==> src/rtl/mandel_pkg.sv <==
// rtl/mandel_pkg.sv - constants shared by the Mandelbrot iterator and the pixel color writer
package mandel_pkg;

  localparam int CNT_W      = 11;
  localparam int H_RES      = 640;
  localparam int V_RES      = 480;

  // Iterator coordinates are signed 4.23 fixed point.
  localparam int COORD_W    = 27;
  localparam int COORD_FRAC = 23;
  typedef logic signed [COORD_W-1:0] coord_t;

  localparam int unsigned BAND_64 = 64;
  localparam int unsigned BAND_32 = 32;
  localparam int unsigned BAND_16 = 16;
  localparam int unsigned BAND_8  = 8;
  localparam int unsigned BAND_4  = 4;
  localparam int unsigned BAND_2  = 2;

  localparam logic [7:0] COLOR_IN_SET = 8'h00;
  localparam logic [7:0] COLOR_B64    = 8'hE0;
  localparam logic [7:0] COLOR_B32    = 8'hF0;
  localparam logic [7:0] COLOR_B16    = 8'hFC;
  localparam logic [7:0] COLOR_B8     = 8'h1C;
  localparam logic [7:0] COLOR_B4     = 8'h1F;
  localparam logic [7:0] COLOR_B2     = 8'h03;
  localparam logic [7:0] COLOR_B0     = 8'h49;

  // RGB332 band lookup; the in-set test takes priority over every band.
  function automatic logic [7:0] color_map(input int unsigned count, input int unsigned max_iter);
    if (count >= max_iter)     return COLOR_IN_SET;
    else if (count >= BAND_64) return COLOR_B64;
    else if (count >= BAND_32) return COLOR_B32;
    else if (count >= BAND_16) return COLOR_B16;
    else if (count >= BAND_8)  return COLOR_B8;
    else if (count >= BAND_4)  return COLOR_B4;
    else if (count >= BAND_2)  return COLOR_B2;
    else                       return COLOR_B0;
  endfunction

endpackage

==> src/rtl/rr_arbiter.sv <==
// rtl/rr_arbiter.sv - round-robin grant over N requesters; pointer moves past each accepted grant
module rr_arbiter #(
  parameter int N = 2,
  localparam int IDX_W = (N > 1) ? $clog2(N) : 1
) (
  input  logic             clk,
  input  logic             reset,
  input  logic [N-1:0]     req,
  input  logic             advance,
  output logic [N-1:0]     grant,
  output logic [IDX_W-1:0] grant_idx
);

  logic [IDX_W-1:0] ptr_q, ptr_d;

  // Scan offsets high to low so the nearest requester at or after ptr wins.
  always_comb begin
    int j;
    logic [IDX_W-1:0] ji;
    grant     = '0;
    grant_idx = ptr_q;
    for (int i = N - 1; i >= 0; i--) begin
      j = int'(ptr_q) + i;
      if (j >= N) j = j - N;
      ji = IDX_W'(j);
      if (req[ji]) begin
        grant     = '0;
        grant[ji] = 1'b1;
        grant_idx = ji;
      end
    end
  end

  always_comb begin
    ptr_d = ptr_q;
    if (advance) begin
      ptr_d = (grant_idx == IDX_W'(N - 1)) ? '0 : grant_idx + IDX_W'(1);
    end
  end

  always_ff @(posedge clk or negedge reset) begin
    if (!reset) ptr_q <= '0;
    else        ptr_q <= ptr_d;
  end

endmodule

==> src/rtl/pixel_color_writer.sv <==
// rtl/pixel_color_writer.sv - arbitrates iterator results, maps counts to RGB332, writes VGA memory
module pixel_color_writer #(
  parameter int MAX_ITER = 100,
  parameter int NUM_ITER = 2,
  parameter int CNT_W    = mandel_pkg::CNT_W,
  parameter int H_RES    = mandel_pkg::H_RES,
  parameter int V_RES    = mandel_pkg::V_RES
) (
  input  logic                      clk,
  input  logic                      reset,
  input  logic [NUM_ITER-1:0]       in_valid,
  output logic [NUM_ITER-1:0]       in_ready,
  input  logic [NUM_ITER*10-1:0]    in_x,
  input  logic [NUM_ITER*9-1:0]     in_y,
  input  logic [NUM_ITER*CNT_W-1:0] in_count,
  input  logic                      frame_start,
  output logic                      mem_we,
  input  logic                      mem_ready,
  output logic [18:0]               mem_addr,
  output logic [7:0]                mem_data,
  output logic [18:0]               pixel_count,
  output logic                      frame_done
);

  localparam int IDX_W     = (NUM_ITER > 1) ? $clog2(NUM_ITER) : 1;
  localparam int FRAME_PIX = H_RES * V_RES;

  logic [NUM_ITER-1:0] grant;
  logic [IDX_W-1:0]    grant_idx;
  logic                transfer, a_accept, b_accept, a_in_range, write_done;
  logic [18:0]         a_addr;

  logic             a_valid_q, a_valid_d;
  logic [9:0]       a_x_q, a_x_d;
  logic [8:0]       a_y_q, a_y_d;
  logic [CNT_W-1:0] a_cnt_q, a_cnt_d;
  logic             b_valid_q, b_valid_d;
  logic [18:0]      b_addr_q, b_addr_d;
  logic [7:0]       b_data_q, b_data_d;
  logic [18:0]      pix_cnt_q, pix_cnt_d;
  logic             frame_done_q, frame_done_d;

  rr_arbiter #(.N(NUM_ITER)) u_arb (
    .clk       (clk),
    .reset     (reset),
    .req       (in_valid),
    .advance   (transfer),
    .grant     (grant),
    .grant_idx (grant_idx)
  );

  // in_ready is gated by reset so nothing is accepted while the pipeline is held clear.
  always_comb begin
    b_accept   = !b_valid_q || mem_ready;
    a_accept   = !a_valid_q || b_accept;
    in_ready   = grant & {NUM_ITER{a_accept & reset}};
    transfer   = |(in_valid & in_ready);
    write_done = b_valid_q & mem_ready;
    a_in_range = (int'(a_x_q) < H_RES) && (int'(a_y_q) < V_RES);
    a_addr     = 19'(int'(a_y_q) * H_RES + int'(a_x_q));
  end

  always_comb begin
    a_valid_d = a_valid_q;
    a_x_d     = a_x_q;
    a_y_d     = a_y_q;
    a_cnt_d   = a_cnt_q;
    if (a_accept) begin
      a_valid_d = transfer;
      if (transfer) begin
        a_x_d   = in_x[int'(grant_idx) * 10 +: 10];
        a_y_d   = in_y[int'(grant_idx) * 9 +: 9];
        a_cnt_d = in_count[int'(grant_idx) * CNT_W +: CNT_W];
      end
    end
  end

  // Off-screen pixels die here: they never become a stage B entry.
  always_comb begin
    b_valid_d = b_valid_q;
    b_addr_d  = b_addr_q;
    b_data_d  = b_data_q;
    if (b_accept) begin
      b_valid_d = a_valid_q && a_in_range;
      if (a_valid_q && a_in_range) begin
        b_addr_d = a_addr;
        b_data_d = mandel_pkg::color_map(32'(a_cnt_q), 32'(MAX_ITER));
      end
    end
  end

  always_comb begin
    pix_cnt_d    = pix_cnt_q;
    frame_done_d = 1'b0;
    if (frame_start) begin
      pix_cnt_d = '0;
    end else if (write_done) begin
      if (pix_cnt_q == 19'(FRAME_PIX - 1)) begin
        pix_cnt_d    = '0;
        frame_done_d = 1'b1;
      end else begin
        pix_cnt_d = pix_cnt_q + 19'd1;
      end
    end
  end

  always_ff @(posedge clk or negedge reset) begin
    if (!reset) begin
      a_valid_q    <= 1'b0;
      a_x_q        <= '0;
      a_y_q        <= '0;
      a_cnt_q      <= '0;
      b_valid_q    <= 1'b0;
      b_addr_q     <= '0;
      b_data_q     <= '0;
      pix_cnt_q    <= '0;
      frame_done_q <= 1'b0;
    end else begin
      a_valid_q    <= a_valid_d;
      a_x_q        <= a_x_d;
      a_y_q        <= a_y_d;
      a_cnt_q      <= a_cnt_d;
      b_valid_q    <= b_valid_d;
      b_addr_q     <= b_addr_d;
      b_data_q     <= b_data_d;
      pix_cnt_q    <= pix_cnt_d;
      frame_done_q <= frame_done_d;
    end
  end

  assign mem_we      = b_valid_q;
  assign mem_addr    = b_addr_q;
  assign mem_data    = b_data_q;
  assign pixel_count = pix_cnt_q;
  assign frame_done  = frame_done_q;

endmodule

==> config.mk <==
export PLATFORM = sky130hd
export DESIGN_NAME = pixel_color_writer
export DESIGN_NICKNAME = d
export VERILOG_FILES = /design/src/rtl/mandel_pkg.sv /design/src/rtl/rr_arbiter.sv /design/src/rtl/pixel_color_writer.sv
export SDC_FILE = /design/constraint.sdc
export NUM_CORES = 1
export LEC_CHECK = 0
export ABC_AREA = 0
export BUFFER_PORTS_ARGS = -buffer_cell sky130_fd_sc_hd__buf_2
export CAP_MARGIN = 20
export CORE_UTILIZATION = 52
export DETAILED_ROUTE_END_ITERATION = 7
export GPL_TIMING_DRIVEN = 0
export PLACE_DENSITY = 0.79
export SETUP_SLACK_MARGIN = 0.15
export SLEW_MARGIN = 20
export SYNTH_ARGS = -nofsm -noshare
export SYNTH_HDL_FRONTEND = slang
export SYNTH_SLANG_ARGS = --single-unit
export TNS_END_PERCENT = 10
==> constraint.sdc <==
create_clock -name clk -period 7 [get_ports clk]
set_input_delay 1.05 -clock clk [delete_from_list [all_inputs] [get_ports clk]]
set_output_delay 1.05 -clock clk [all_outputs]
set_load 0.01 [all_outputs]
; Yosys cells after proc, flatten, opt, wreduce, memory -nomap -nowiden
; Cells that the tools add are included.
[classes]
shift = 3
order_cmp = 15
reduce_logical = 12
mul = 4
add_sub_neg = 6
mux = 28
bitwise_logic = 4
n_eq_ne = 1
[ops]
columns = cell, count
row1 = $mux W19, 3
row2 = $mux W8, 4
row3 = $ge A11 B7 Y1 const B, 2
row4 = $shiftx A22 B6 Y11, 1
row5 = $mux W7, 3
row6 = $shiftx A20 B6 Y10, 1
row7 = $add A19 B1 Y19 const B, 1
row8 = $add A19 B10 Y19, 1
row9 = $eq A19 B19 Y1 const B, 1
row10 = $shiftx A18 B6 Y9, 1
row11 = $mux W1, 14
row12 = $mul A9 B3 Y12 const B, 1
row13 = $ge A11 B2 Y1 const B, 1
row14 = $ge A11 B3 Y1 const B, 1
row15 = $ge A11 B4 Y1 const B, 1
row16 = $ge A11 B5 Y1 const B, 1
row17 = $ge A11 B6 Y1 const B, 1
row18 = $lt A10 B10 Y1 const B, 1
row19 = $mul A1 B4 Y5 const B, 2
row20 = $lt A9 B9 Y1 const B, 1
row21 = $and A2 B2 Y2, 2
row22 = $logic_and A1 B1 Y1, 4
row23 = $lt A1 B2 Y1 const B, 2
row24 = $mul A1 B3 Y4 const B, 1
row25 = other kinds (14), 22
[totals]
elab_cells = 83
out_inout_bits = 50
inputBits = 66
reg_bits = 80

; Longest topological paths before layout
; Gate-level depths: netlist of the first run.
[depth]
word_depth = 13
mapped_depth = 9
depth_no_buf = 9

; By module
; A second synthesis of the first run with hierarchy kept.
[unflattened]
hier_cells = 455
area_unflattened_um2 = 4391.7
[modules_own_cells]
columns = mod, area_each_um2, cells_per_inst, n_inst, seq_area_each_um2
row1 = pixel_color_writer, 4259.1, 436, 1, 1926.8
row2 = rr_arbiter, 132.6, 19, 1, 25.0

; Least setup slack after synthesis of the first run
; Ideal clock, no wire load.
[synth_timing]
kind = reg2reg
start = reg a_y_q[1]
end = reg b_addr_q[18], in the netlist mem_addr[18]
setup_ps = 80
required_ps = 6920
stages_incl_launch_ff = 9
path_buffers = 0
path_slack_ps = 4148
t_arrival_ps = 2772
synth_period_minus_slack_ps = 2852
path_cell_list = dfrtp_1 -> ha_1 -> ha_1 -> fa_1 -> a211oi_1 -> o21ai_0 -> a221oi_1 -> or4b_4 -> o211ai_2
[synth_between]
elab_chain_len = 4
word_cells_on_any_way = 6
cone_classes = add/sub (1) / mul (1) / order compare (1) / reduce/logical (3)
[synth_rtl]
columns = element, line
row1 = from (decl), pixel_color_writer.sv:35  ; logic [8:0] a_y_q, a_y_d;
row2 = from (signal assigned), pixel_color_writer.sv:121  ; a_y_q <= a_y_d;
row3 = branches (longest 4 deep; another with $add A19 B10 Y19), n/a
row4 = to (signal assigned), pixel_color_writer.sv:124  ; b_addr_q <= b_addr_d;
row5 = to (decl), pixel_color_writer.sv:38  ; logic [18:0] b_addr_q, b_addr_d;
; Several ways; the timed one is not identified.
; A chain may end at the register's enable or synchronous reset.

; Worst setup path after layout of the first run
[layout_timing]
start = in reset
end = out in_ready[1]
[layout_between]
elab_chain_len = 2
[layout_rtl]
columns = element, line
row1 = from (decl), pixel_color_writer.sv:10  ; input logic reset,
row2 = $and A1 B1 Y1, pixel_color_writer.sv:56  ; in_ready = grant & {NUM_ITER{a_accept & reset}};
row3 = $and A2 B2 Y2, pixel_color_writer.sv:56
row4 = to (decl), pixel_color_writer.sv:12  ; output logic [NUM_ITER-1:0] in_ready,
; No other way between the ends.

==> results of run 1 <==
## cell type report
cell class / instances / share of cell area
buffer: 21 / 0.01881
clock buffer: 10 / 0.02618
clock inverter: 4 / 0.01381
inverter: 9 / 0.006427
multi-input combinational: 338 / 0.4282
sequential: 78 / 0.3713
tap: 102 / 0.02428
timing repair buffer: 113 / 0.1109
## tightest hold or removal path, stage by stage, from the launching register on
cell and delay [ns]:
dfrtp_1 0.34, nand2_1 0.06, o21ai_2 0.05
## routing by layer
| layer | up-vias | GRT usage |
|---|---|---|
| met3 | 15 | 0.04390 |
| met2 | 152 | 0.4044 |
| met5 | - | 0 |
| li1 | 1833 | - |
| met1 | 1751 | 0.2993 |
| met4 | 0 | 0.08974 |
## power groups by stage
stage	Combinational [mW]	Sequential, mW	Clock (mW)
6_report	1.23	0.738	0.362
5_1_grt	1.37	0.761	0.387
4_1_cts	1.24	0.737	0.367
3_5_place_dp	1.23	0.744	0
3_3_place_gp	1.18	0.737	0
2_1_floorplan	0.902	0.747	0
## through the flow
stage	area (um2)	power, mW	util	std cells
floorplan	4335	1.649	-	446
global placement	5024	1.912	0.6369	660
detailed placement	5046	1.973	0.6398	661
CTS	5256	2.341	0.6664	675
global route	5256	2.520	0.6664	675
finish	5256	2.329	0.6664	675
## worst min path at each step
stage | end | slack, ns
after floorplan | a_x_q[0] | 0.45
after global placement | mem_data[3] | 0.46
after detailed placement | mem_data[6] | 0.46
after CTS | mem_data[6] | 0.48
after global routing | mem_data[6] | 0.49
final | mem_data[6] | 0.48
## kinds of logic (layout without fill, tap and decap cells)
family          after synthesis  in the layout  share of synthesized area
compound gates              103            103                     0.1397
xor+xnor                     16             16                    0.03579
fa+ha+maj                    21             21                    0.06407
buf+inv                      30            157                    0.03059
flops                        78             78                     0.4502
mux                          41             41                    0.09784
simple gates                157            157                     0.1818
## synth_stat cells, types with 2 or more instances
cell type   n
dfrtp_1    78
nand2_1    60
nor2_1     32
mux2i_1    30
o21ai_1    30
o21ai_0    27
ha_1       19
a21oi_1    18
clkbuf_1   16
nand3_1    11
mux2_1      9
inv_1       8
nand4_1     8
nor3_1      8
xor2_1      8
or3_1       6
xnor2_1     6
nor4_1      5
a31oi_1     4
nor2b_1     4
a21o_1      3
and2_1      3
and3_1      3
buf_4       3
o211ai_1    3
a211oi_1    2
fa_1        2
mux2_2      2
nand2b_1    2
o21a_1      2
o22ai_1     2
or3_4       2
xor2_2      2
## state kept, by name, summed over array words and instances, names as in the netlist
register,flops
mem_addr,19
pixel_count,19
a_cnt_q,10
a_x_q,10
a_y_q,9
mem_data,7
a_valid_q,1
frame_done,1
mem_we,1
u_arb.ptr_q,1
==> flow_summary.yaml, run 1 <==
clock_tree:
  cts_setup_buffers: 0
  h-tree-depth: 3
  cts_buffers: 9
  ctsRootBufferMaster: "clkbuf_8"
  clkSlewWorstSetupHoldPaths_ns: 0.08
  clk_latency_ns: 0.34
  clock_path_buffers: 2
  ctsResizeCount: 0
  cts_tree: "built"
  ctsHoldBuffers: 0
  cts_num_sinks: 78
critical_path:
  cp_max_fo: 41
  r2r-start: "a_y_q[1]"
  ff2ff_path_depth: 8
  critPathBufInv: 3
  endpoint: "in_ready[1]"
  slowest_delay_ns: 0.42
  crit_family: "buffers and inverters"
  crit_type: "input port to output port"
  worstSetupStartpoint: "reset"
  reg2reg_to: "mem_addr[18]"
  crit_path_start_kind: "input port"
  crit_chain: "buf_4 -> buf_12 -> nand2_1 -> a21oi_1 -> buf_2"
  crit_path_end_kind: "output port"
  ff2ff_setup_slack_ns: 3.88
  worstPathArrival_ns: 2.16
  cp.required_ns: 5.95
  cp.depth: 5
  cp_slowest_cell: "buf_4"
pwr:
  powerDensity_nw_per_um2: 443.1
  clkPwrFrac: 0.155
  power_leakage_nw: 2.579
  power_frac_comb: 0.528
  internal_power_mw: 1.353
  peakVddDrop_mv: 0.2843
  swShare: 0.4192
  seqPwrFrac: 0.317
  p_sw_uw: 976.4
drt:
  via_per_inst: 5.557
  finalWirelength_mm: 9.833
  wl_met1_mm: 4.211
  vias: 3751
  drt-initial-drc-count: 166
  met3_length_um: 649
  antenna_left: 0
  dr_wl_met2_mm: 4.806
  drc: 0
  wl_per_cell_um: 14.57
  top_layer: "met4"
  dr.pass1.iters: 5
yosys:
  async_flop_share: 1.000
  synth-main-ff-cell: "dfrtp_1"
  ys_seq_area_frac: 0.4502
  synth.avg_cell_area_um2: 9.721
  yosysTopAreaCell: "dfrtp_1"
  syn_nets: 533
  syn_inst: 446
  synth_top_area_frac: 0.4502
  syn_area_um2: 4335
  synth_seq_cells: 78
  synth_cell_type_count: 61
  netlist_top_cells_area: "dfrtp_1 (45%), mux2i_1 (6.9%), ha_1 (5.5%), nand2_1 (5.2%), o21ai_1 (3.5%)"
  ys_warn_count: 0
  synth_edf_count: 0
die:
  initial_utilization: 0.5497
  ios: 116
  chipHeight_um: 93.31
  dieArea_um2: 8707
  fp-row-count: 32
  die_x_um: 93.31
  core_area_um2: 7888
timing:
  whs_ns: 0.4770
  setup_viol: 0
  min_period_over_period: 0.4588
  worst_slew_pin_slew_ns: 0.7038
  rsz0062_at_grt: "false"
  max_freq_ghz: 0.3114
  drv_slew: 0
  hold_violations: 0
  slew_headroom: 0.5308
  worst_slack_ns: 3.789
  fin_setup_tns_ns: 0
  period_needed_ns: 3.211
  fin_skew_ns: 0.009353
finish:
  regArea_um2: 1952
  multi_input_area_um2: 2251
  final_cell_mix: "buf_2 (112), dfrtp_1 (78), nand2_1 (60), nor2_1 (32)"
  area_delta_synth_final_pct: 21.24
  drive_above_1_share: 0.2670
  final_common_cell: "buf_2"
  num-nets-final: 657
  antenna_cells: 0
  fillers: 639
global_routing:
  grt_util_all_layers: 0.2372
  grt_start_max_net_pins: 42
  grt_pass1_vias: 3580
  grt.overflow.total: 0
  antenna_found_initial: 0
  grt_pass1_wl_mm: 16.24
hold_path:
  hold_class: "flip-flop to flip-flop"
  min_path_cells: 2
  min_from: "mem_data[6]"
run:
  cap_violations: 0
placed_design:
  globalplace.congestion: 0.8742
  hpwl_mm: 7.596
  port_buffers: 112
  dpl_worst_slack_ns: 3.732
outcome:
  status: "finished, final reports clean"
(Power assumes the default switching activity.)
==> run 2: changes to the inputs <==
- ABC_AREA: 0 -> 1
- CORE_UTILIZATION: 52 -> 48
- PLACE_DENSITY: 0.79 -> 0.76
- clock period: 7 -> 2.8 ns (I/O delays scaled with it)
==> run 2 against run 1 <==
  * Sequential share of layout area down 1.7 points
  * Sequential power grew 140%
  * Non-clock buffer count shrank 3
  * Critical path depth rose by 1
  * Setup slack worse by 3.5 ns
  * Critical path type unchanged
  * Critical endpoint unchanged
==> flow_summary.yaml, run 2 <==
outcome:
  status: "finished, final reports clean"
finish:
  area_delta_synth_final_pct: 21.52
  design_area_um2: 5504
  final_cell_mix: "nand2_1 (173), buf_2 (116), dfrtp_1 (78), inv_1 (61), nor2_1 (38)"
  final_common_cell: "nand2_1"
  antenna_cells: 0
  num-nets-final: 771
  drive_above_1_share: 0.2612
timing:
  worst_slew_pin_slew_ns: 0.6107
  slew_headroom: 0.5914
  min_period_over_period: 0.9016
  period_needed_ns: 2.524
  fin_skew_ns: 0.01203
  max_freq_ghz: 0.3961
  fin_setup_tns_ns: 0
  setup_viol: 0
  hold_violations: 0
  rsz0062_at_grt: "true"
  drv_slew: 0
global_routing:
  antenna_found_initial: 0
  grt_start_max_net_pins: 57
  grt_pass1_vias: 3956
  grt_util_all_layers: 0.2330
  grt.overflow.total: 0
  grt_pass1_wl_mm: 18.18
placed_design:
  port_buffers: 113
  place_area_um2: 5264
  globalplace.congestion: 0.9150
  hpwl_mm: 8.397
pwr:
  seqPwrFrac: 0.316
  p_sw_mw: 2.354
  clkPwrFrac: 0.174
  swShare: 0.4238
  peakVddDrop_mv: 0.5679
  finalPower_mw: 5.556
  internal_power_mw: 3.202
  powerDensity_nw_per_um2: 1009
  power_frac_comb: 0.510
  power_leakage_nw: 2.964
critical_path:
  critPathBufInv: 4
  crit_path_start_kind: "input port"
  slowest_delay_ns: 0.54
  crit_path_end_kind: "output port"
  cp.required_ns: 2.38
  crit_family: "buffers and inverters"
  crit_type: "input port to output port"
  cp_max_fo: 56
  ff2ff_path_depth: 10
  crit_chain: "dlygate4sd3_1 -> buf_6 -> buf_16 -> o21ai_4 -> a211oi_4 -> buf_2"
  worstPathArrival_ns: 2.10
  cp_slowest_cell: "dlygate4sd3_1"
  reg2reg_to: "mem_addr[17]"
  r2r-start: "a_y_q[1]"
  ff2ff_setup_slack_ns: 0.32
yosys:
  synth_cell_type_count: 37
  syn_nets: 645
  netlist_top_cells_area: "dfrtp_1 (43%), nand2_1 (14%), mux2_2 (7.2%), ha_1 (5.2%), inv_1 (5.1%)"
  syn_area_um2: 4529
  synth_top_area_frac: 0.4309
  synth_edf_count: 0
  synth-main-ff-cell: "dfrtp_1"
  synth.avg_cell_area_um2: 8.117
  synth_common_cells: "nand2_1 (173), dfrtp_1 (78), inv_1 (61), nor2_1 (38), o21ai_0 (37)"
  synth_seq_cells: 78
  ys_seq_area_frac: 0.4309
  syn_inst: 558
  ys_warn_count: 0
  async_flop_share: 1.000
  yosysTopAreaCell: "dfrtp_1"
  synth.most_common_cell: "nand2_1"
clock_tree:
  cts_tree: "built"
  cts_num_sinks: 78
  clkSlewWorstSetupHoldPaths_ns: 0.08
  clock_path_buffers: 2
  clk_latency_ns: 0.35
  cts_setup_buffers: 0
  cts_buffers: 9
  ctsRootBufferMaster: "clkbuf_8"
  h-tree-depth: 3
die:
  dieArea_um2: 9829
  fp-row-count: 35
  chipHeight_um: 99.14
  core_area_um2: 9196
  ios: 116
  initial_utilization: 0.4925
  die_x_um: 99.14
hold_path:
  min_path_cells: 2
  hold_path_end: "frame_done"
  hold_class: "input port to flip-flop"
  min_from: "frame_start"
drt:
  antenna_left: 0
  via_per_inst: 5.136
  wl_per_cell_um: 13.55
  drt-initial-drc-count: 186
  vias: 4109
  drc: 0
  dr.pass1.iters: 4
  finalWirelength_mm: 10.84
run:
  cap_violations: 0
==> run 2: area by class of cell <==
cell class	instances	area [um2]
Timing Repair Buffer	115	609.3
Inverter	64	240.2
Clock buffer	9	123.9
Tap cell	111	138.9
Multi-Input combinational cell	400	2238
Clock inverter	7	102.6
Fill cell	830	3692
Sequential cell	78	1952
Buffer	16	98.84
==> run 2: how the worst max path moves through the flow <==
stage	startpoint	endpoint	slack, ns	cells past startpoint
final	reset	in_ready[1]	0.28	6
after detailed placement	a_y_q[1]	mem_addr[17]	0.35	10
after CTS	reset	in_ready[1]	0.18	6
after global routing	a_y_q[1]	mem_addr[17]	0.14	10
after floorplan	a_y_q[1]	mem_addr[17]	0.58	10
after global placement	reset	a_x_q[0]	-0.20	7
==> run 2: through the flow <==
stage                     hold WS, ns  setup slack [ns]  std cells    util
final                          0.3158            0.2755        800  0.5985
after global routing           0.3221            0.1398        800  0.5985
after CTS                      0.3003            0.1757        800  0.5981
after detailed placement       0.3545            0.3497        783  0.5724
after global placement         0.4593           -0.1963        782  0.5691
after floorplan                0.1244            0.5834        558       -
==> run 2: cell families (layout without fill, tap and decap cells) <==
group | after synthesis | in the layout | synth area share
buffers and inverters | 80 | 211 | 0.07486
and+or+nand+nor | 271 | 271 | 0.2470
adders and majority gates | 21 | 21 | 0.06133
xor gates and xnor gates | 13 | 13 | 0.02514
DFF | 78 | 78 | 0.4309
muxes | 29 | 29 | 0.07210
AOI/OAI and AO/OA | 66 | 66 | 0.08868
==> run 2: metal layers <==
metal | track usage | vias to the layer above | share of wire
met4 | 0.06448 | 0 | 0.011
met2 | 0.4002 | 137 | 0.48
met3 | 0.04006 | 11 | 0.052
met5 | 0 | - | 0
li1 | - | 2063 | -
met1 | 0.3055 | 1898 | 0.45
==> run 2: timing repair <==
item / 4_1_cts / 5_1_grt
endpoints found under the hold margin: 23 / 0
hold buffers: 1 / 0
setup endpoints to repair: 0 / 7
resized for setup: 0 / 1
==> run 2: power groups by stage <==
stage / Clock, mW / Sequential (mW) / Combinational [mW]
2_1_floorplan: 0 / 1.80 / 2.03
6_report: 0.965 / 1.76 / 2.83
5_1_grt: 1.03 / 1.81 / 3.22
3_5_place_dp: 0 / 1.78 / 2.82
3_3_place_gp: 0 / 1.76 / 2.74
4_1_cts: 0.981 / 1.76 / 2.85
